===== config.mk =====
export PLATFORM = sky130hd
export DESIGN_NAME = io_port_bridge_flat
export DESIGN_NICKNAME = d
export VERILOG_FILES = /design/src/rtl/io_port_bridge_pkg.sv /design/src/rtl/io_port_bridge_if.sv /design/src/rtl/io_port_bridge_sync_fifo.sv /design/src/rtl/io_port_bridge.sv /design/src/flat_wrapper.sv
export SDC_FILE = /design/constraint.sdc
export NUM_CORES = 1
export LEC_CHECK = 0
export BUFFER_PORTS_ARGS = -buffer_cell sky130_fd_sc_hd__buf_2
export CAP_MARGIN = 20
export CELL_PAD_IN_SITES_DETAIL_PLACEMENT = 2
export CELL_PAD_IN_SITES_GLOBAL_PLACEMENT = 2
export CORE_MARGIN = 2
export CORE_UTILIZATION = 45
export CTS_BUF_LIST = sky130_fd_sc_hd__clkbuf_8
export DETAILED_ROUTE_END_ITERATION = 10
export GPL_TIMING_DRIVEN = 0
export MAX_ROUTING_LAYER = met4
export PLACE_DENSITY = 0.95
export SYNTH_ARGS = -nofsm -noshare
export SYNTH_HDL_FRONTEND = slang
export SYNTH_SLANG_ARGS = --single-unit

===== constraint.sdc =====
create_clock -name clock -period 4.55 [get_ports clock]
set_input_delay 0.455 -clock clock [delete_from_list [all_inputs] [get_ports clock]]
set_output_delay 0.455 -clock clock [all_outputs]
set_load 0.02 [all_outputs]

===== src/rtl/io_port_bridge_pkg.sv =====
// rtl/io_port_bridge_pkg.sv - shared types and helpers for the CPU I/O port bridge
// Contents:
//   DATA_W_DEFAULT  default word width (CPU bus width)
//   rx_state_t      RX hold-register FSM states
//   clog2           ceiling log2, used to size FIFO pointers
package io_bridge_pkg;

  localparam int DATA_W_DEFAULT = 32;

  typedef enum logic {
    RX_EMPTY = 1'b0,
    RX_HELD  = 1'b1
  } rx_state_t;

  function automatic int clog2(input int value);
    int r;
    r = 0;
    while ((1 << r) < value) r = r + 1;
    return r;
  endfunction

endpackage


===== src/rtl/io_port_bridge_if.sv =====
// rtl/io_port_bridge_if.sv - CPU and device side signals of the I/O port bridge
// Ports (bridge view, modport slave):
//   in : out_wr, out_data, in_rd, dev_tx_ready, dev_rx_data, dev_rx_valid
//   out: in_port_data, in_port_valid, out_full, drop_count,
//        dev_tx_data, dev_tx_valid, dev_rx_ready
// modport master is the environment view (CPU plus device) with directions reversed.
interface io_port_bridge_if #(
  parameter int DATA_W = io_bridge_pkg::DATA_W_DEFAULT,
  parameter int CNT_W  = 8
);
  logic              out_wr;
  logic [DATA_W-1:0] out_data;
  logic              in_rd;
  logic [DATA_W-1:0] in_port_data;
  logic              in_port_valid;
  logic              out_full;
  logic [CNT_W-1:0]  drop_count;
  logic [DATA_W-1:0] dev_tx_data;
  logic              dev_tx_valid;
  logic              dev_tx_ready;
  logic [DATA_W-1:0] dev_rx_data;
  logic              dev_rx_valid;
  logic              dev_rx_ready;

  modport slave (
    input  out_wr, out_data, in_rd, dev_tx_ready, dev_rx_data, dev_rx_valid,
    output in_port_data, in_port_valid, out_full, drop_count,
           dev_tx_data, dev_tx_valid, dev_rx_ready
  );

  modport master (
    output out_wr, out_data, in_rd, dev_tx_ready, dev_rx_data, dev_rx_valid,
    input  in_port_data, in_port_valid, out_full, drop_count,
           dev_tx_data, dev_tx_valid, dev_rx_ready
  );

endinterface


===== src/rtl/io_port_bridge_sync_fifo.sv =====
// rtl/io_port_bridge_sync_fifo.sv - show-ahead synchronous FIFO for the OutPort path
// Ports:
//   clock, clear  rising-edge clock, asynchronous active-high reset
//   push, data    write data when push=1 (caller guarantees room or a same-cycle pop)
//   pop           discard head word (caller guarantees not empty)
//   head          current head word, 0 while empty
//   empty, full   occupancy flags derived from the registered pointers
module sync_fifo
  import io_bridge_pkg::*;
#(
  parameter int DATA_W = DATA_W_DEFAULT,
  parameter int DEPTH  = 4
) (
  input  logic              clock,
  input  logic              clear,
  input  logic              push,
  input  logic              pop,
  input  logic [DATA_W-1:0] data,
  output logic [DATA_W-1:0] head,
  output logic              empty,
  output logic              full
);

  localparam int ADDR_W = clog2(DEPTH);
  localparam int PTR_W  = ADDR_W + 1;

  logic [DATA_W-1:0] mem [DEPTH];
  logic [PTR_W-1:0]  wr_ptr;
  logic [PTR_W-1:0]  rd_ptr;

  // The extra pointer MSB separates full from empty when the index bits match.
  always_ff @(posedge clock or posedge clear) begin
    if (clear) begin
      wr_ptr <= '0;
      rd_ptr <= '0;
    end else begin
      if (push) wr_ptr <= wr_ptr + PTR_W'(1);
      if (pop)  rd_ptr <= rd_ptr + PTR_W'(1);
    end
  end

  // Storage is not reset; the pointers alone decide which entries are live.
  always_ff @(posedge clock) begin
    if (push) mem[wr_ptr[ADDR_W-1:0]] <= data;
  end

  assign empty = (wr_ptr == rd_ptr);
  assign full  = (wr_ptr[ADDR_W] != rd_ptr[ADDR_W]) &&
                 (wr_ptr[ADDR_W-1:0] == rd_ptr[ADDR_W-1:0]);
  assign head  = empty ? '0 : mem[rd_ptr[ADDR_W-1:0]];

endmodule


===== src/rtl/io_port_bridge.sv =====
// rtl/io_port_bridge.sv - device-side bridge for the CPU InPort/OutPort pair
// Ports:
//   clock, clear  rising-edge clock, asynchronous active-high reset
//   bus           io_port_bridge_if.slave:
//                   OutPort words (out_wr/out_data) are queued and drained to
//                   the device on dev_tx_*; device words on dev_rx_* are held
//                   one at a time for the CPU on in_port_*, consumed by in_rd.
//                   out_full and a saturating drop_count report lost writes.
module io_port_bridge
  import io_bridge_pkg::*;
#(
  parameter int DATA_W    = DATA_W_DEFAULT,
  parameter int OUT_DEPTH = 4,
  parameter int CNT_W     = 8
) (
  input logic               clock,
  input logic               clear,
  io_port_bridge_if.slave   bus
);

  // TX path
  logic              tx_empty;
  logic              tx_full;
  logic              tx_push;
  logic              tx_pop;
  logic [DATA_W-1:0] tx_head;
  logic [CNT_W-1:0]  drop_q;

  assign tx_pop  = !tx_empty && bus.dev_tx_ready;
  // A write into a full FIFO still lands if the head leaves in the same cycle.
  assign tx_push = bus.out_wr && (!tx_full || tx_pop);

  sync_fifo #(
    .DATA_W (DATA_W),
    .DEPTH  (OUT_DEPTH)
  ) u_tx_fifo (
    .clock (clock),
    .clear (clear),
    .push  (tx_push),
    .pop   (tx_pop),
    .data  (bus.out_data),
    .head  (tx_head),
    .empty (tx_empty),
    .full  (tx_full)
  );

  always_ff @(posedge clock or posedge clear) begin
    if (clear) begin
      drop_q <= '0;
    end else if (bus.out_wr && !tx_push && (drop_q != {CNT_W{1'b1}})) begin
      drop_q <= drop_q + CNT_W'(1);
    end
  end

  assign bus.dev_tx_valid = !tx_empty;
  assign bus.dev_tx_data  = tx_head;
  assign bus.out_full     = tx_full;
  assign bus.drop_count   = drop_q;

  // RX path
  rx_state_t         rx_state;
  rx_state_t         rx_state_next;
  logic              rx_ready;
  logic              rx_load;
  logic [DATA_W-1:0] hold_q;

  always_ff @(posedge clock or posedge clear) begin
    if (clear) rx_state <= RX_EMPTY;
    else       rx_state <= rx_state_next;
  end

  always_comb begin
    rx_state_next = rx_state;
    rx_ready      = 1'b0;
    case (rx_state)
      RX_EMPTY: begin
        rx_ready = 1'b1;
        if (bus.dev_rx_valid) rx_state_next = RX_HELD;
      end
      RX_HELD: begin
        // The slot frees exactly when the CPU consumes it, so a waiting
        // device word can refill it in that same cycle.
        rx_ready = bus.in_rd;
        if (bus.in_rd && !bus.dev_rx_valid) rx_state_next = RX_EMPTY;
      end
      default: rx_state_next = RX_EMPTY;
    endcase
  end

  assign rx_load = rx_ready && bus.dev_rx_valid;

  // hold_q is deliberately not cleared on consume; the CPU may read it stale.
  always_ff @(posedge clock or posedge clear) begin
    if (clear)        hold_q <= '0;
    else if (rx_load) hold_q <= bus.dev_rx_data;
  end

  assign bus.in_port_data  = hold_q;
  assign bus.in_port_valid = (rx_state == RX_HELD);
  assign bus.dev_rx_ready  = rx_ready && !clear;

endmodule


===== src/flat_wrapper.sv =====
// flat-port wrapper written by rule: the top's interface ports become plain ports
module io_port_bridge_flat import io_bridge_pkg::*;
#(
  parameter int DATA_W    = DATA_W_DEFAULT,
  parameter int OUT_DEPTH = 4,
  parameter int CNT_W     = 8
)
  (clock, clear, bus_out_wr, bus_out_data, bus_in_rd, bus_dev_tx_ready, bus_dev_rx_data, bus_dev_rx_valid, bus_in_port_data, bus_in_port_valid, bus_out_full, bus_drop_count, bus_dev_tx_data, bus_dev_tx_valid, bus_dev_rx_ready);
  io_port_bridge_if #(.DATA_W(DATA_W), .CNT_W(CNT_W)) bus_i ();
  input logic clock;
  input logic clear;
  input wire logic [$bits(bus_i.out_wr)-1:0] bus_out_wr;
  input wire logic [$bits(bus_i.out_data)-1:0] bus_out_data;
  input wire logic [$bits(bus_i.in_rd)-1:0] bus_in_rd;
  input wire logic [$bits(bus_i.dev_tx_ready)-1:0] bus_dev_tx_ready;
  input wire logic [$bits(bus_i.dev_rx_data)-1:0] bus_dev_rx_data;
  input wire logic [$bits(bus_i.dev_rx_valid)-1:0] bus_dev_rx_valid;
  output wire logic [$bits(bus_i.in_port_data)-1:0] bus_in_port_data;
  output wire logic [$bits(bus_i.in_port_valid)-1:0] bus_in_port_valid;
  output wire logic [$bits(bus_i.out_full)-1:0] bus_out_full;
  output wire logic [$bits(bus_i.drop_count)-1:0] bus_drop_count;
  output wire logic [$bits(bus_i.dev_tx_data)-1:0] bus_dev_tx_data;
  output wire logic [$bits(bus_i.dev_tx_valid)-1:0] bus_dev_tx_valid;
  output wire logic [$bits(bus_i.dev_rx_ready)-1:0] bus_dev_rx_ready;
  assign bus_i.out_wr = bus_out_wr;
  assign bus_i.out_data = bus_out_data;
  assign bus_i.in_rd = bus_in_rd;
  assign bus_i.dev_tx_ready = bus_dev_tx_ready;
  assign bus_i.dev_rx_data = bus_dev_rx_data;
  assign bus_i.dev_rx_valid = bus_dev_rx_valid;
  assign bus_in_port_data = bus_i.in_port_data;
  assign bus_in_port_valid = bus_i.in_port_valid;
  assign bus_out_full = bus_i.out_full;
  assign bus_drop_count = bus_i.drop_count;
  assign bus_dev_tx_data = bus_i.dev_tx_data;
  assign bus_dev_tx_valid = bus_i.dev_tx_valid;
  assign bus_dev_rx_ready = bus_i.dev_rx_ready;
  io_port_bridge #(.DATA_W(DATA_W), .OUT_DEPTH(OUT_DEPTH), .CNT_W(CNT_W)) u_core (.clock(clock), .clear(clear), .bus(bus_i));
endmodule

Word level (Yosys, flattened, before mapping)

Memories as Yosys holds them, arrays and structs flattened.
Index checks and enable logic that the tools add are counted.

Flip-flop bits (word level): 47
Bits in writable memories: 128
Input bits: 70
Output and inout port bits: 76
Word-level logic and storage cells: 35
Memories: 1

Memory list:

| memory               | words | width | read ports | clocked after memory_dff | write ports | RTL line                       | RTL |
|---|---|---|---|---|---|---|---|
| u_core.u_tx_fifo.mem | 4     | 32    | 1          | 0                        | 1           | io_port_bridge_sync_fifo.sv:27 | `logic [DATA_W-1:0] mem [DEPTH];` |

Add/sub/neg operators: 3
Equality and inequality tests: 4
Multiplexer cells: 7
Bitwise gates (word level): 1
Reductions and logical operators: 14

Operator list:

| kind                                                          | count |
|---|---|
| 32-bit 2-to-1 mux                                             | 1 |
| 8-bit by 1-bit adder with 8-bit output, second input constant | 1 |
| 1-bit logical AND                                             | 8 |
| 8-bit != test, second input constant                          | 1 |
| 3-bit by 1-bit adder with 3-bit output, second input constant | 2 |
| 1-bit zero test                                               | 5 |
| 1-bit 2-to-1 mux                                              | 4 |
| 1-bit one-hot mux with 2 select lines                         | 2 |
| 3-bit == test                                                 | 1 |
| 2-bit == test                                                 | 1 |
| 1-bit logical OR                                              | 1 |
| 1-bit != test                                                 | 1 |
| 1-bit inverter                                                | 1 |

Longest topological paths before layout

Gate-level depths: netlist of the first run.

Depth in word-level cells: 8
Mapped depth: 5
Depth with buffers taken out: 4

Cells and area by module

Synthesis of the first run repeated with hierarchy kept, for this count alone.

Cells, all modules: 358
Area, all modules: 7044.3 um2

By module, submodules not included:

| module         | instances | cells an instance | area an instance (um2) | seq. area each (um2) |
|---|---|---|---|---|
| sync_fifo      | 1         | 241               | 5367.6                 | 3993.8 |
| io_port_bridge | 1         | 117               | 1676.6                 | 1026.0 |

Worst setup path after synthesis of the first run

No wires, ideal clock.

Path type: reg2reg
Start point: reg u_core.u_tx_fifo.rd_ptr[0]
End point: mem u_core.u_tx_fifo.mem[1][0] (netlist bit) (enable)
Library setup time: 0.421 ns
Arrival: 2.292 ns
Required time: 4.129 ns
Setup slack: 1.837 ns
Stages on the path, launching flop included: 6
Path buffers: 1
Period minus slack after synthesis: 2.713 ns
Path through: dfrtp_1 buf_4 xnor2_4 nand3_1 o21ai_2 nor2_1

Cells in the longest elaborated chain, start to end: 7
Elaborated cells between the ends (all ways): 10
Classes of those cells: 2 x eq/ne; 2 x mux; 6 x reduce/logical

RTL lines:

| item                                                 | RTL line                                                       | RTL |
|---|---|---|
| start: declaration                                   | io_port_bridge_sync_fifo.sv:29                                 | `logic [PTR_W-1:0] rd_ptr;` |
| start signal: assignment                             | io_port_bridge_sync_fifo.sv:38                                 | `if (pop) rd_ptr <= rd_ptr + PTR_W'(1);` |
| 3-bit == test or 2-bit == test (tied branches)       | io_port_bridge_sync_fifo.sv:47, io_port_bridge_sync_fifo.sv:49 |  |
| 1-bit zero test or 1-bit logical AND (tied branches) | io_port_bridge.sv:29, io_port_bridge_sync_fifo.sv:48           |  |
| 1-bit logical AND or 1-bit zero test (tied branches) | io_port_bridge.sv:29, io_port_bridge.sv:31                     |  |
| 1-bit logical OR (*)                                 | io_port_bridge.sv:31                                           | `assign tx_push = bus.out_wr && (!tx_full \|\| tx_pop);` |
| 1-bit logical AND (*)                                | io_port_bridge.sv:31                                           |  |
| 1-bit 2-to-1 mux (*)                                 | io_port_bridge_sync_fifo.sv:44                                 | `if (push) mem[wr_ptr[ADDR_W-1:0]] <= data;` |
| 1-bit 2-to-1 mux (implied by the code) (*)           | io_port_bridge_sync_fifo.sv:44                                 |  |
| end: declaration                                     | io_port_bridge_sync_fifo.sv:27                                 |  |

Every way passes the cells marked *; elsewhere a longest branch is shown, timed or not.

Final worst setup path of the first run

Start point: reg u_core.u_tx_fifo.rd_ptr[1]
End point: out bus_dev_tx_data[2]

Cells in the longest elaborated chain, start to end: 2
Elaborated cells between the ends (all ways): 3
Classes of those cells: 1 x eq/ne; 1 x mux; 1 x memory

RTL lines:

| item                                               | RTL line                       | RTL |
|---|---|---|
| memory 4 x 32 bit or 3-bit == test (tied branches) | -                              |  |
| 32-bit 2-to-1 mux (*)                              | io_port_bridge_sync_fifo.sv:50 | `assign head = empty ? '0 : mem[rd_ptr[ADDR_W-1:0]];` |
| end: declaration                                   | flat_wrapper.sv:22             | `output wire logic [$bits(bus_i.dev_tx_data)-1:0] bus_dev_tx_data;` |

Marks and branches as above.

==> results.md, run 1 <==
- CTS Sinks: 175
- Max clock buf depth: 2
- Reg2reg path depth: 5
- # DRC: 0
- Final Max Slew Viols: 0
- Hold buffers post-CTS: 1
- I/O pin cnt: 146
- Multi-input logic area: 0.00180 sq mm
- Largest area contributor in the netlist: edfxtp_1
- Vias in the first global route: 4399
- CP max FO: 10
- Area Overhead vs Synth: 21.2%
- Total track usage: 23.1%
- Synth Instances: 348
- Part of the power in registers: 40.0%
- CP startpoint kind: flop
- Clock power frac: 19.4%
- Drt wl/cell: 24.3 microns
- Max Clk Rate: 346 MHz
- Num rows: 45
- Core footprint: 0.0151 sq mm
- Die Ht: 128 microns
- Final-report hold violation count: 0
- Setup bufs post-CTS: 0
- Placed Instance Area: 0.00796 sq mm
- Post-synthesis xor/xnor area fraction: 2.18%
- Req. time, crit path: 4090 ps
- Largest net degree at the start of global routing: 40
- Combinational share of power: 40.6%
- Power density cells: 664 mW/mm^2
- Post-layout util: 55.4%
- Tot Pwr: 5.55 mW
- Skew final: 11.4 ps
- Post-synth cell types: 32
- Die Span X: 128 microns
- Synthesized area: 0.00689 sq mm
- Global route overflow: 0
- Routed wl met3: 560 microns
- Adder-cell share of the synthesized area: 1.09%
- Compound-Gate Fraction of Synth Area: 0.672%
- Register Area: 0.00502 sq mm
- Fin crit share: 63.6%
- Seq cells post-synth: 175
- Starting DRT DRC Count: 149
- Most used flip-flop cell after synthesis: edfxtp_1
- Largest family of logic cells by synthesized area: multiplexers
- FFs w/ async S/R, synth: 26.9%
- Crit path capture type: output port
- Antenna-violating nets left: 0
- Initial antenna violation count: 2
- Max-Cap Viols: 0
- Proportion of layout cells with a drive suffix above 1: 50.5%
- Drt via density: 5.34
- Filler cell count: 1349
- VDD IR max: 0.286 mV
- Top cells by area, synth: edfxtp_1, dfrtp_1, mux4_2
- RSZ-0062 raised after global routing: false
- Final setup violation count: 0
- Total CTS buffers: 17
- Internal: 3.51 mW
- Simple-Gate Fraction of Synth Area: 5.46%
- Switching share of total power: 36.8%
- Share of the synthesized area in the top cell type: 55.8%
- Syn nets: 424
- Routed vias: 3843
- Hpwl dp: 12200 microns
- Post-route setup slack: 1660 ps
- EDFF count, synth: 128
- CTS tree: done
- Post-route minimum period: 2890 ps
- Crit path DAT: 2440 ps
- WL met1: 6560 microns
- Max layer used: met4
- Pre-antenna DRT Iters: 4
- Rel. slew slack: 44.1%
- Setup TNS: 0 ps
- Fin area: 0.00836 sq mm
- Worst Max-Slew Pin Slew: 838 ps
- Mux cell area share after synthesis: 16.3%
- Port Buffers: 145
- Sw Pwr: 2.04 mW
- Post-cts sizing count: 0
- Final wirelength: 17500 microns
- Hold path cells: 2
- Gpl congestion: 0.769
- Root Driver: clkbuf_8
- Count leader, synth: edfxtp_1
- Avg Cell Area, Syn: 19.8 sq um
- Seq/Total Area, Yosys: 72.8%
- Post-synth top cells: edfxtp_1, dfrtp_1, mux2_2
- Ys Warns: 0
- First-pass GRT wire length: 26200 microns
- Worst Setup Path Type: reg -> out
- Lkg Pwr: 3.24 nW
- Clock-pin slew on the worst setup and hold paths: 90 ps
- Setup WS pre-CTS: 2160 ps
- Worst reg2reg setup slack: 2400 ps
- Latest clock arrival within the worst-skew pair: 460 ps
- H-tree depth: 4
- Initial Utilization: 45.7%
- Status: finished, final reports clean
- Metal2 WL: 9810 microns
- Die outline area: 0.0163 sq mm
- HP Class: in -> reg
- Nets@finish: 593
## power by group through the flow
stage                     logic [mW]  clock network, mW  registers (mW)
after CTS                       2.31               1.10            2.22
after floorplan                 1.43                  0            2.26
final                           2.25               1.08            2.22
after global placement          2.11                  0            2.21
after detailed placement        2.28                  0            2.25
after global routing            2.43               1.16            2.25
## per-layer routing
layer  up-vias  GRT usage (%)
met2       113           41.4
met4         0           9.63
met1      2026           25.4
met5         -              -
li1       1673              -
met3        31           4.17
## path summary, 6_finish.rpt
path,startpoint,endpoint
hold reg to reg,u_core.bus.in_port_data[20],u_core.bus.in_port_data[20]
max in group asynchronous,clear,u_core.bus.in_port_data[8]
hold / removal,bus_dev_rx_valid,u_core.bus.in_port_valid
setup reg to reg,u_core.u_tx_fifo.rd_ptr[0],u_core.u_tx_fifo.mem[3][3]
min in group asynchronous,clear,u_core.bus.in_port_data[15]
setup / recovery,u_core.u_tx_fifo.rd_ptr[1],bus_dev_tx_data[2]
## cell type report
class	instances	share of cell area [%]
plain buffers	14	0.779
flip-flops and latches	175	60.1
inverters	9	0.404
repair buffers	150	9.76
clock inverters	14	1.81
multi-input cells	150	21.5
well taps	188	2.81
clock buffers	17	2.80
diodes	2	0.0599
## worst max-delay path, stage by stage (launching register included)
cell,delay [ps]
dfrtp_1,360
buf_2,260
clkbuf_1,570
mux4_2,440
and2_1,200
buf_2,160
## state kept, by name (all words and copies together) (netlist names)
signal and flops:
u_core.u_tx_fifo.mem 128, u_core.bus.in_port_data 32, u_core.bus.drop_count 8, u_core.bus.in_port_valid 1, u_core.u_tx_fifo.rd_ptr 3, u_core.u_tx_fifo.wr_ptr 3
## logic make-up (layout without fill, tap and decap cells)
family / after synthesis / in the layout
simple gates: 59 / 59
compound gates: 5 / 5
flops: 175 / 175
buf+inv: 23 / 204
fa+ha+maj: 6 / 6
xor+xnor: 12 / 12
other cells: 0 / 2
mux: 68 / 68
## through the flow
stage	hold slack, ps	std cells
3_5_place_dp	405	685
5_1_grt	187	719
6_report	205	719
3_3_place_gp	477	681
4_1_cts	173	717
2_1_floorplan	497	348
## cell usage in the layout (no fill, tap or decap), types with 3 or more instances in the layout
master and n:
mux4_2 32, xor2_1 5, xnor2_1 4, edfxtp_1 128, bufinv_16 3, dfrtp_1 47
clkbuf_1 6, nand3_1 4, mux2_2 36, nand2b_1 3, nor2_4 3, buf_2 152
inv_1 8, buf_12 4, clkinv_1 3, nand2_1 4, clkinvlp_4 3, and2_1 33
clkbuf_8 17, ha_1 6
(Power assumes the default switching activity.)
==> inputs of run 2 (changes only) <==
--- a/config.mk
+++ b/config.mk
@@ -10,12 +10,12 @@
 export CELL_PAD_IN_SITES_DETAIL_PLACEMENT = 2
 export CELL_PAD_IN_SITES_GLOBAL_PLACEMENT = 2
 export CORE_MARGIN = 2
-export CORE_UTILIZATION = 45
+export CORE_UTILIZATION = 37
 export CTS_BUF_LIST = sky130_fd_sc_hd__clkbuf_8
 export DETAILED_ROUTE_END_ITERATION = 10
 export GPL_TIMING_DRIVEN = 0
 export MAX_ROUTING_LAYER = met4
-export PLACE_DENSITY = 0.95
+export PLACE_DENSITY = 0.86
 export SYNTH_ARGS = -nofsm -noshare
 export SYNTH_HDL_FRONTEND = slang
 export SYNTH_SLANG_ARGS = --single-unit
==> constraint.sdc (replaced) <==
create_clock -name clock -period 2.6 [get_ports clock]
set_input_delay 0.26 -clock clock [delete_from_list [all_inputs] [get_ports clock]]
set_output_delay 0.26 -clock clock [all_outputs]
set_load 0.02 [all_outputs]
==> run 2 against run 1 <==
Clock skew barely moved. Wire length shrank 8.0%. Sequential share of layout area shrank 0.97 points. Count of clock-buffer cells in the layout is the same. Worst hold slack worse by 180 ps. Register-to-register slack worse by 2000 ps. Critical path depth unchanged. Critical endpoint is now bus_dev_tx_data[27]. Highest routed layer unchanged.
==> results.md, run 2 (same netlist as run 1, synthesis figures left out) <==
- Clock-pin slew on the worst setup and hold paths: 90 ps
- Initial antenna violation count: 0
- Port Buffers: 145
- Max-Cap Viols: 0
- Req. time, crit path: 2340 ps
- Commonest non-fill, non-tap cell in the layout: buf_2
- Hold_ws: 28.7 ps
- Rel. slew slack: 43.6%
- Fin area: 0.00849 sq mm
- Skew final: 11.6 ps
- Die Span X: 140 microns
- VDD IR max: 0.486 mV
- Total CTS buffers: 17
- Initial Utilization: 38.0%
- H-tree depth: 4
- Global route overflow: 0
- Vias in the first global route: 4520
- Hpwl dp: 11300 microns
- Root Driver: clkbuf_8
- Starting DRT DRC Count: 117
- Final-report hold violation count: 0
- Latest clock arrival within the worst-skew pair: 450 ps
- Final wirelength: 16100 microns
- Final Max Slew Viols: 0
- Gpl congestion: 0.687
- Max Clk Rate: 409 MHz
- Die outline area: 0.0197 sq mm
- Largest net degree at the start of global routing: 33
- I/O pin cnt: 146
- # DRC: 0
- Core footprint: 0.0181 sq mm
- CTS Sinks: 175
- CP max FO: 10
- Crit path DAT: 2180 ps
- Drt wl/cell: 20.9 microns
- Antenna-violating nets left: 0
- Post-layout util: 46.8%
- Area Overhead vs Synth: 23.2%
- Final setup violation count: 0
- Proportion of layout cells with a drive suffix above 1: 51.5%
- Most frequent cells in the layout: buf_2, edfxtp_1, dfrtp_1, mux2_2, and2_1
- Max reg flops: 128
- Worst Max-Slew Pin Slew: 844 ps
- Die Ht: 140 microns
- Placed Instance Area: 0.00802 sq mm
- CTS tree: done
- CP startpoint kind: flop
- Setup TNS: 0 ps
- Num rows: 49
- Post-route minimum period: 2440 ps
- Crit path capture type: output port
- Filler cell count: 1726
- Nets@finish: 601
- Max clock buf depth: 2
- RSZ-0062 raised after global routing: false
- Total track usage: 17.8%
- HP Class: in -> reg
- Routed vias: 3763
- Drt via density: 4.91
- Pre-antenna DRT Iters: 4
- Antenna diodes: 0
- Fin crit share: 94.0%
- Lkg Pwr: 3.30 nW
- Non-Filler Instances: 767
- Status: finished, final reports clean
- Power density cells: 1140 mW/mm^2
- Worst Setup Path Type: reg -> out
- First-pass GRT wire length: 25600 microns
- Placed insts: 726
==> run 2: where the power goes <==
group	switching [mW]	total, mW	internal, mW
Sequential	0.234	3.84	3.61
Combinational	2.33	4.00	1.67
Clock	0.967	1.82	0.848
==> run 2: metrics by stage <==
stage	setup WS [ps]	power [mW]
final	157	9.66
after floorplan	-113	6.47
after global placement	-1440	7.65
after global routing	29.7	10.2
after CTS	16.9	9.82
after detailed placement	396	7.94
==> run 2: cell type report <==
class | instances | area, sq um | share of cell area, %
flip-flops and latches | 175 | 5020 | 59.1
multi-input cells | 150 | 1800 | 21.2
repair buffers | 158 | 898 | 10.6
well taps | 229 | 287 | 3.37
clock buffers | 17 | 234 | 2.75
clock inverters | 15 | 145 | 1.71
plain buffers | 14 | 80.1 | 0.943
inverters | 9 | 33.8 | 0.398
==> run 2: final timing paths <==
path                                             start                           to  slack [ps]  cells past startpoint
max                         u_core.u_tx_fifo.rd_ptr[0]          bus_dev_tx_data[27]         160                      5
min                                   bus_out_data[27]  u_core.u_tx_fifo.mem[1][27]          30                      1
max reg2reg                 u_core.u_tx_fifo.rd_ptr[1]  u_core.u_tx_fifo.mem[1][10]         440                      6
min reg2reg                u_core.bus.in_port_data[23]  u_core.bus.in_port_data[23]         510                      1
max in group asynchronous                        clear   u_core.u_tx_fifo.rd_ptr[1]        1680                      4
min in group asynchronous                        clear  u_core.bus.in_port_data[14]         390                      3
==> run 2: routing by layer <==
metal  up-vias  part of all wire [%]  GRT usage, %  routed length, microns
li1       1687                     -             -                       -
met1      1973                    38          19.4                    6070
met2        88                    58          32.6                    9240
met3        15                   3.4          3.76                     554
met4         0                   1.2          5.37                     196
met5         -                     0             -                       0
==> run 2: worst max-delay path, stage by stage (launching register included) <==
cell and delay [ps]:
dfrtp_1 360, buf_4 210, buf_4 280, mux4_2 530, and2_1 190, buf_2 160
==> run 2: what timing repair did <==
item | 4_1_cts | 5_1_grt
hold endpoints to repair | 36 | 6
hold buffers | 5 | 2
setup endpoints to repair | 29 | 29
setup buffers | 0 | 2
gates resized for setup | 9 | 0
